### src/rtl/div_xxbit_restoring.sv
// div_xxbit_restoring
// Multi-cycle restoring shift-subtract divider, signed or unsigned, one
// quotient bit per clock.
//
// A division runs through three states. IDLE accepts a request. CALC takes
// DATA_WIDTH cycles. FIX registers the results and pulses o_end. The divider
// works only on magnitudes. Result signs are captured at accept time and
// applied in FIX.
//
// Ports
//   i_clk       clock, rising edge
//   i_rst       synchronous active-high reset
//   i_start     request; accepted only while o_busy = 0
//   i_sgn       1 = signed two's-complement, 0 = unsigned (sampled with i_start)
//   i_num_a     dividend (sampled with i_start)
//   i_num_b     divisor  (sampled with i_start)
//   o_busy      division in progress
//   o_end       one-cycle completion pulse
//   o_quo       quotient  (held until the next completion)
//   o_rem       remainder (held until the next completion)
//   o_div_zero  divisor was zero (held until the next completion)
module div_xxbit_restoring #(
    parameter int DATA_WIDTH = 8
) (
    input  logic                  i_clk,
    input  logic                  i_rst,
    input  logic                  i_start,
    input  logic                  i_sgn,
    input  logic [DATA_WIDTH-1:0] i_num_a,
    input  logic [DATA_WIDTH-1:0] i_num_b,
    output logic                  o_busy,
    output logic                  o_end,
    output logic [DATA_WIDTH-1:0] o_quo,
    output logic [DATA_WIDTH-1:0] o_rem,
    output logic                  o_div_zero
);
    localparam int N  = DATA_WIDTH;
    localparam int CW = $clog2(DATA_WIDTH);
    localparam logic [CW-1:0] LAST = CW'(DATA_WIDTH - 1);

    typedef enum logic [1:0] {IDLE, CALC, FIX} state_t;

    state_t         state_q;
    logic [N-1:0]   dvd_q;    // dividend, shifted left; quotient bits fill in from the LSB
    logic [N-1:0]   dvs_q;    // divisor magnitude
    logic [N-1:0]   rem_q;    // partial remainder (always < divisor, so N bits suffice)
    logic           q_neg_q;
    logic           r_neg_q;
    logic           dz_q;
    logic [CW-1:0]  cnt_q;

    logic           a_neg, b_neg;
    logic [N-1:0]   a_mag, b_mag;
    logic [N:0]     shift_w, diff_w;
    logic [N-1:0]   rem_d, dvd_d;

    always_comb begin
        a_neg = i_sgn & i_num_a[N-1];
        b_neg = i_sgn & i_num_b[N-1];
        // -2^(N-1) maps to itself here, which is its correct unsigned magnitude
        a_mag = a_neg ? -i_num_a : i_num_a;
        b_mag = b_neg ? -i_num_b : i_num_b;

        // One restoring step. shift_w can reach 2*|b|-1, so it needs N+1 bits.
        // The sign bit of diff_w is the trial-subtract borrow.
        shift_w = {rem_q, dvd_q[N-1]};
        diff_w  = shift_w - {1'b0, dvs_q};
        if (diff_w[N]) begin
            rem_d = shift_w[N-1:0];
            dvd_d = {dvd_q[N-2:0], 1'b0};
        end else begin
            rem_d = diff_w[N-1:0];
            dvd_d = {dvd_q[N-2:0], 1'b1};
        end
    end

    assign o_busy = (state_q != IDLE);

    always_ff @(posedge i_clk) begin
        if (i_rst) begin
            state_q    <= IDLE;
            dvd_q      <= '0;
            dvs_q      <= '0;
            rem_q      <= '0;
            q_neg_q    <= 1'b0;
            r_neg_q    <= 1'b0;
            dz_q       <= 1'b0;
            cnt_q      <= '0;
            o_end      <= 1'b0;
            o_quo      <= '0;
            o_rem      <= '0;
            o_div_zero <= 1'b0;
        end else begin
            o_end <= 1'b0;
            case (state_q)
                IDLE: begin
                    if (i_start) begin
                        q_neg_q <= a_neg ^ b_neg;
                        r_neg_q <= a_neg;
                        dvs_q   <= b_mag;
                        rem_q   <= '0;
                        cnt_q   <= '0;
                        if (i_num_b == '0) begin
                            // Keep the raw dividend; it is returned untouched as the remainder
                            dz_q    <= 1'b1;
                            dvd_q   <= i_num_a;
                            state_q <= FIX;
                        end else begin
                            dz_q    <= 1'b0;
                            dvd_q   <= a_mag;
                            state_q <= CALC;
                        end
                    end
                end
                CALC: begin
                    rem_q <= rem_d;
                    dvd_q <= dvd_d;
                    cnt_q <= cnt_q + 1'b1;
                    if (cnt_q == LAST) state_q <= FIX;
                end
                FIX: begin
                    o_end      <= 1'b1;
                    o_div_zero <= dz_q;
                    if (dz_q) begin
                        o_quo <= '1;
                        o_rem <= dvd_q;
                    end else begin
                        o_quo <= q_neg_q ? -dvd_q : dvd_q;
                        o_rem <= r_neg_q ? -rem_q : rem_q;
                    end
                    state_q <= IDLE;
                end
                default: state_q <= IDLE;
            endcase
        end
    end
endmodule

### config.mk
export PLATFORM = sky130hd
export DESIGN_NAME = div_xxbit_restoring
export DESIGN_NICKNAME = d
export VERILOG_FILES = /design/src/rtl/div_xxbit_restoring.sv
export SDC_FILE = /design/constraint.sdc
export NUM_CORES = 1
export LEC_CHECK = 0
export CAP_MARGIN = 30
export CORE_MARGIN = 2
export CORE_UTILIZATION = 50
export DETAILED_ROUTE_END_ITERATION = 10
export PLACE_DENSITY = 0.78
export SYNTH_ARGS = -nofsm -noshare
export SYNTH_HDL_FRONTEND = slang
export SYNTH_SLANG_ARGS = --single-unit
### constraint.sdc
create_clock -name i_clk -period 2.3 [get_ports i_clk]
set_input_delay 0.345 -clock i_clk [delete_from_list [all_inputs] [get_ports i_clk]]
set_output_delay 0.345 -clock i_clk [all_outputs]
set_load 0.03 [all_outputs]
== Yosys cells after proc, flatten, opt, wreduce, memory -nomap -nowiden ==
Index checks and enable logic that the tools add are counted.

* Register bits: 50
* Bits of input ports: 20
* Output and inout bits: 19
* Word-level logic and storage cells: 54

* Add/subtract/negate cells: 6
* Equality and inequality tests: 5
* Multiplexer cells: 21
* Bitwise gates (word level): 3
* Reductions and logical operators: 7

{| class="wikitable"
|+ Operators with widths
! cell !! number
|-
| $mux W8 || 10
|-
| $neg A8 Y8 || 4
|-
| $pmux W8 S2 || 2
|-
| $sub A9 B8 Y9 || 1
|-
| $logic_not A8 Y1 || 1
|-
| $mux W2 || 3
|-
| $pmux W3 S2 || 1
|-
| $reduce_and A2 Y1 || 3
|-
| $ne A2 B2 Y1 const B || 2
|-
| $pmux W2 S2 || 1
|-
| $reduce_bool A2 Y1 || 2
|-
| $add A3 B1 Y3 const B || 1
|-
| $eq A3 B3 Y1 const B || 1
|-
| $mux W1 || 3
|-
| $mux W3 || 1
|-
| $and A1 B1 Y1 || 2
|-
| $eq A2 B1 Y1 const B || 1
|-
| $eq A2 B2 Y1 const B || 1
|-
| $logic_not A2 Y1 || 1
|-
| $xor A1 B1 Y1 || 1
|}

== Longest topological paths before layout ==
* Depth after elaboration: 5
* Depth in mapped cells: 9
* Mapped depth without buffers: 9

== Worst setup path after synthesis ==
Ideal clock, no wire load.

* Kind: register -> register
* From: reg dvd_q[7]
* To: reg rem_q[0]
* Library setup time: 0.117 ns
* Arrival time: 2.068 ns
* Required time: 2.183 ns
* Path slack: 0.115 ns
* Stages on the path, launching flop included: 10
* Path buffers: 0
* Clock period less this slack: 2.185 ns
* Cells stage by stage: dfxtp_1 inv_1 ha_1 fa_1 nand2b_1 a21oi_1 o21ai_2 xor2_4 mux2i_1 a22o_1

* Cells in the longest elaborated chain, start to end: 3

{| class="wikitable"
|+ RTL lines
! element !! RTL line !! text
|-
| start: declaration || 44 || <nowiki>logic [N-1:0] dvd_q;</nowiki>
|-
| start signal: assignment || 106 || <nowiki>dvd_q <= i_num_a;</nowiki>
|-
| start signal: assignment || 110 || <nowiki>dvd_q <= a_mag;</nowiki>
|-
| start signal: assignment || 117 || <nowiki>dvd_q <= dvd_d;</nowiki>
|-
| $sub A9 B8 Y9 || 67 || <nowiki>diff_w = shift_w - {1'b0, dvs_q};</nowiki>
|-
| $mux W8 * || 68 || <nowiki>if (diff_w[N]) begin</nowiki>
|-
| $pmux W8 S2 * || 95 || <nowiki>case (state_q)</nowiki>
|-
| end signal: assignment || 116 || <nowiki>rem_q <= rem_d;</nowiki>
|-
| end: declaration || 46 || <nowiki>logic [N-1:0] rem_q;</nowiki>
|}

Every way passes the cells marked *; elsewhere a longest branch is shown, timed or not.
A chain may end at the register's enable or synchronous reset.

== Worst setup path in the final report ==
* From: reg dvd_q[7]
* To: reg rem_q[7]

* Cells in the longest elaborated chain, start to end: 3

{| class="wikitable"
|+ RTL lines
! element !! RTL line
|-
| $sub A9 B8 Y9 || 67
|-
| $mux W8 || 68
|-
| $pmux W8 S2 || 95
|}

Every way passes these cells.

==> reports/metrics.sh <==
DRT-WIRELENGTH-PER-CELL_UM=12.5
SYNTH_ASYNC_SR_FLOP_SHARE=0
SYN_AREA_PER_CELL_UM2=7.82
DOMINANT_REGISTER_CELL_IN_THE_SYNTHESIZED_NETLIST='dfxtp_1'
SYNTH_TOP_AREA_FRAC=0.347
CRITPATHSLOWESTCELL='fa_1'
P_SW_FRAC=0.320
REG2REG_SLACK_NS=0.09
HOLD_PATH_END='o_rem[5]'
EFFECTIVE_UTILIZATION_AT_FLOORPLAN=0.521
TIMING.REG2REG.WORST_PATH_DEPTH=10
WL_UM=6060
FIRST_ITER_VIOLATIONS=136
SYNTH_TOP_CELLS_BY_COUNT='62 x nand2_1, 50 x dfxtp_1, 37 x nor2_1'
CTS-HTREE-LEVELS=2
DESIGN_AREA_UM2=3520
SEQ_POWER_SHARE=0.461
POST-DP-HPWL_UM=4820
REMAINING_DRC_ERRORS=0
SETUP_VIOL_COUNT_FINAL=0
CTS-ROOT-BUF='clkbuf_8'
SYNTH.FF_LATCH_COUNT=50
SYNTH_SEQ_AREA_SHARE=0.347
FINAL_WORST_PATH_CYCLE_SHARE=0.961
NETLIST_AREA_BEFORE_PLACEMENT_UM2=2890
FINAL_LAYOUT_SIZE_SUFFIX_GT1_FRAC=0.0773
CPPEAKSTAGEDELAY_NS=0.40
CELLS_ALONG_THE_CRITICAL_PATH='inv_1 -> ha_1 -> fa_1 -> nand2b_1 -> a21oi_2 -> o21ai_2 -> xor2_4 -> buf_12 -> a32oi_1 -> o21ai_0'
POWER_PER_CELL_AREA_nW_PER_UM2=594
LAYOUT_MIN_CYCLE_TIME_NS=2.21
ROUTE.VIAS.TOTAL=2609
DRTANTENNAVIOLNETS=0
CORE_REGION_AREA_UM2=5540
LEADING_AREA_CONTRIBUTOR_AFTER_SYNTHESIS='dfxtp_1'
GRT_USE_TOTAL=0.202
SYN_INST=369
TIMING.CRITICAL_PATH.FROM='dvd_q[7]'
DIE_WIDTH_UM=80.0
TIMING.CRITICAL_PATH.FROM_TYPE='flip-flop'
IOPINCOUNT=39
NUMBER_OF_SYNTHESIZED_FLOPS_WITH_AN_ENABLE_PIN=0
DESIGN.DIE.AREA_UM2=6400
CLK_PIN_SLEW_NS=0.11
R2R_START='dvd_q[7]'
TIMING.MAX_CAP.VIOLATIONS=0
CRITICAL_PATH_ARRIVAL_NS=2.40
CTS_INSERTED_BUFFERS=5
TIMING_MAX_TRANSITION_VIOLATIONS_FINAL=0
DIE_H_UM=80.0
ANTENNA_CELLS=0
FINALWEIGHTEDCONGESTION=0.863
POWER.STATIC_LEAKAGE_nW=1.37
GRT_FIRST_PASS_WIRELENGTH_UM=10300
PORT-BUFFER-COUNT=38
CTS_HOLD_BUF=0
GRT.OVERFLOW.TOTAL=0
NUMBER_OF_GLOBAL_ROUTE_VIAS_BEFORE_REPAIR=2396
HOLDPATHSTAGES=2
YS_TYPES=45
GRT_SETUP_UNREPAIRED='false'
YS.WARNINGS.COUNT=0
PWR-SHARE-CLK=0.257
POST_SYN_NETS=404
SYNTH.TOP_CELLS.BY_AREA='dfxtp_1 35%, nand2_1 8.1%, ha_1 6.1%, xnor2_1 4.9%, nor2_1 4.8%'
CTS_MAX_PATH_BUFFERS=2
MAX_FREQ_MHz=452
AREA_GROWTH_PCT=22.0
POWER_SHARE_OF_THE_COMBINATIONAL_GROUP=0.282
FINALSETUPTNS_NS=0
SLEW_HEADROOM=0.393
DRTPASS1ITERATIONS=4
CRITPATHCAPTURETYPE='flip-flop'
TIMING.CLOCK.SKEW_NS=0.0147
TRITONCTS_NUM_SINKS=50
INSERTION_DELAY_NS=0.31
PATH_CLASS='reg -> reg'
CELL_INTERNAL_PWR_mW=1.42
IRDROPWORSTVDD_uV=303
NETS=448
WORSTPATHMAXFANOUT=9
REG2REG_TO='rem_q[7]'
ANTENNA_FOUND_INITIAL=0
PLACEMENTROWS=27
POST_PLACEMENT_CELL_AREA_UM2=3400
HOLD_VIOLATIONS=0
PIN_COUNT_OF_THE_BIGGEST_NET_ENTERING_GLOBAL_ROUTING=26
DRT-VIAS-PER-INSTANCE=5.37
TIGHTEST_SLEW_NS=0.908
WORST_HOLD_PATH_TYPE='reg -> reg'
RESULT_OF_THE_RUN='finished, final reports clean'
NETSWITCHINGPOWER_uW=668
COUNT_LEADER_SYNTH='nand2_1'
CRITICAL_PATH_REQUIRED_NS=2.49
WORST_HOLD_STARTPOINT='o_rem[5]'
CTS_TREE='built'
## what timing repair did
action	4_1_cts	5_1_grt
cloned	0	0
endpoints found under the setup margin	1	7
buffers inserted	1	0
gates resized for setup	0	1
## cell families after synthesis
group	Yosys count	synth area share
xor+xnor	29	0.0945
compound gates	82	0.188
buf+inv	37	0.0490
simple gates	147	0.223
mux	9	0.0312
flops	50	0.347
fa+ha+maj	15	0.0676
## state kept, by name (all words and copies together), names as in the netlist
| register | count |
|---|---|
| dvs_q | 8 |
| state_q | 2 |
| o_rem | 8 |
| o_end | 1 |
| o_div_zero | 1 |
| dz_q | 1 |
| q_neg_q | 1 |
| cnt_q | 3 |
| rem_q | 8 |
| dvd_q | 8 |
| r_neg_q | 1 |
| o_quo | 8 |
## cells in the final DEF (no fill, tap or decap), types with 9 or more instances in the layout
| master | synthesis | final |
|---|---|---|
| nand2_1 | 62 | 62 |
| buf_4 | 0 | 15 |
| xnor2_1 | 16 | 16 |
| a21oi_1 | 22 | 21 |
| mux2i_1 | 9 | 9 |
| nor3_1 | 20 | 20 |
| clkdlybuf4s50_1 | 0 | 38 |
| dfxtp_1 | 50 | 50 |
| ha_1 | 14 | 14 |
| xor2_1 | 12 | 12 |
| o21ai_0 | 21 | 21 |
| nor2_1 | 37 | 37 |
| inv_1 | 20 | 20 |
## how the worst max path moves through the flow
stage / to / slack (ns)
after detailed placement: rem_q[3] / 0.01
after CTS: rem_q[7] / 0.04
after floorplan: rem_q[0] / 0.12
after global routing: rem_q[7] / 0.003
final: rem_q[7] / 0.09
after global placement: rem_q[0] / 0.09
## power groups by stage
stage	Clock [mW]	Combinational, mW	Sequential [mW]
floorplan	0	0.409	0.966
global placement	0	0.532	0.982
detailed placement	0	0.547	0.983
CTS	0.554	0.588	0.963
global route	0.587	0.654	0.971
finish	0.537	0.590	0.964
## layout make-up
type	instances	area (um2)
flip-flops and latches	50	1000
fillers	492	2020
clock buffers	5	68.8
repair buffers	54	513
well taps	72	90.1
multi-input cells	282	1750
clock inverters	3	26.3
inverters	20	75.1
## worst max-delay path, delay by kind of cell, from the launching register on
family / cells / cell delay, ns
AOI/OAI and AO/OA: 4 / 0.57
xor gates and xnor gates: 1 / 0.17
adders and majority gates: 2 / 0.62
buffers and inverters: 2 / 0.20
DFF: 1 / 0.33
and+or+nand+nor: 1 / 0.20
## metrics by stage
step                      power [mW]  hold slack [ns]  std cells  setup WS, ns  utilization
after floorplan                 1.37            0.436        369         0.115            -
after global placement          1.51            0.444        477        0.0912        0.614
after detailed placement        1.53            0.447        477        0.0129        0.614
after CTS                       2.10            0.462        486        0.0366        0.635
after global routing            2.21            0.478        486       0.00301        0.636
final                           2.09            0.458        486        0.0886        0.636
## per-layer routing
| metal | vias up | wire length (um) | track usage |
|---|---|---|---|
| met5 | - | 0 | 0 |
| met4 | 0 | 79 | 0.0763 |
| met3 | 6 | 258 | 0.0339 |
| met2 | 69 | 2870 | 0.338 |
| met1 | 1168 | 2850 | 0.261 |
| li1 | 1366 | - | - |
(Power assumes the default switching activity.)
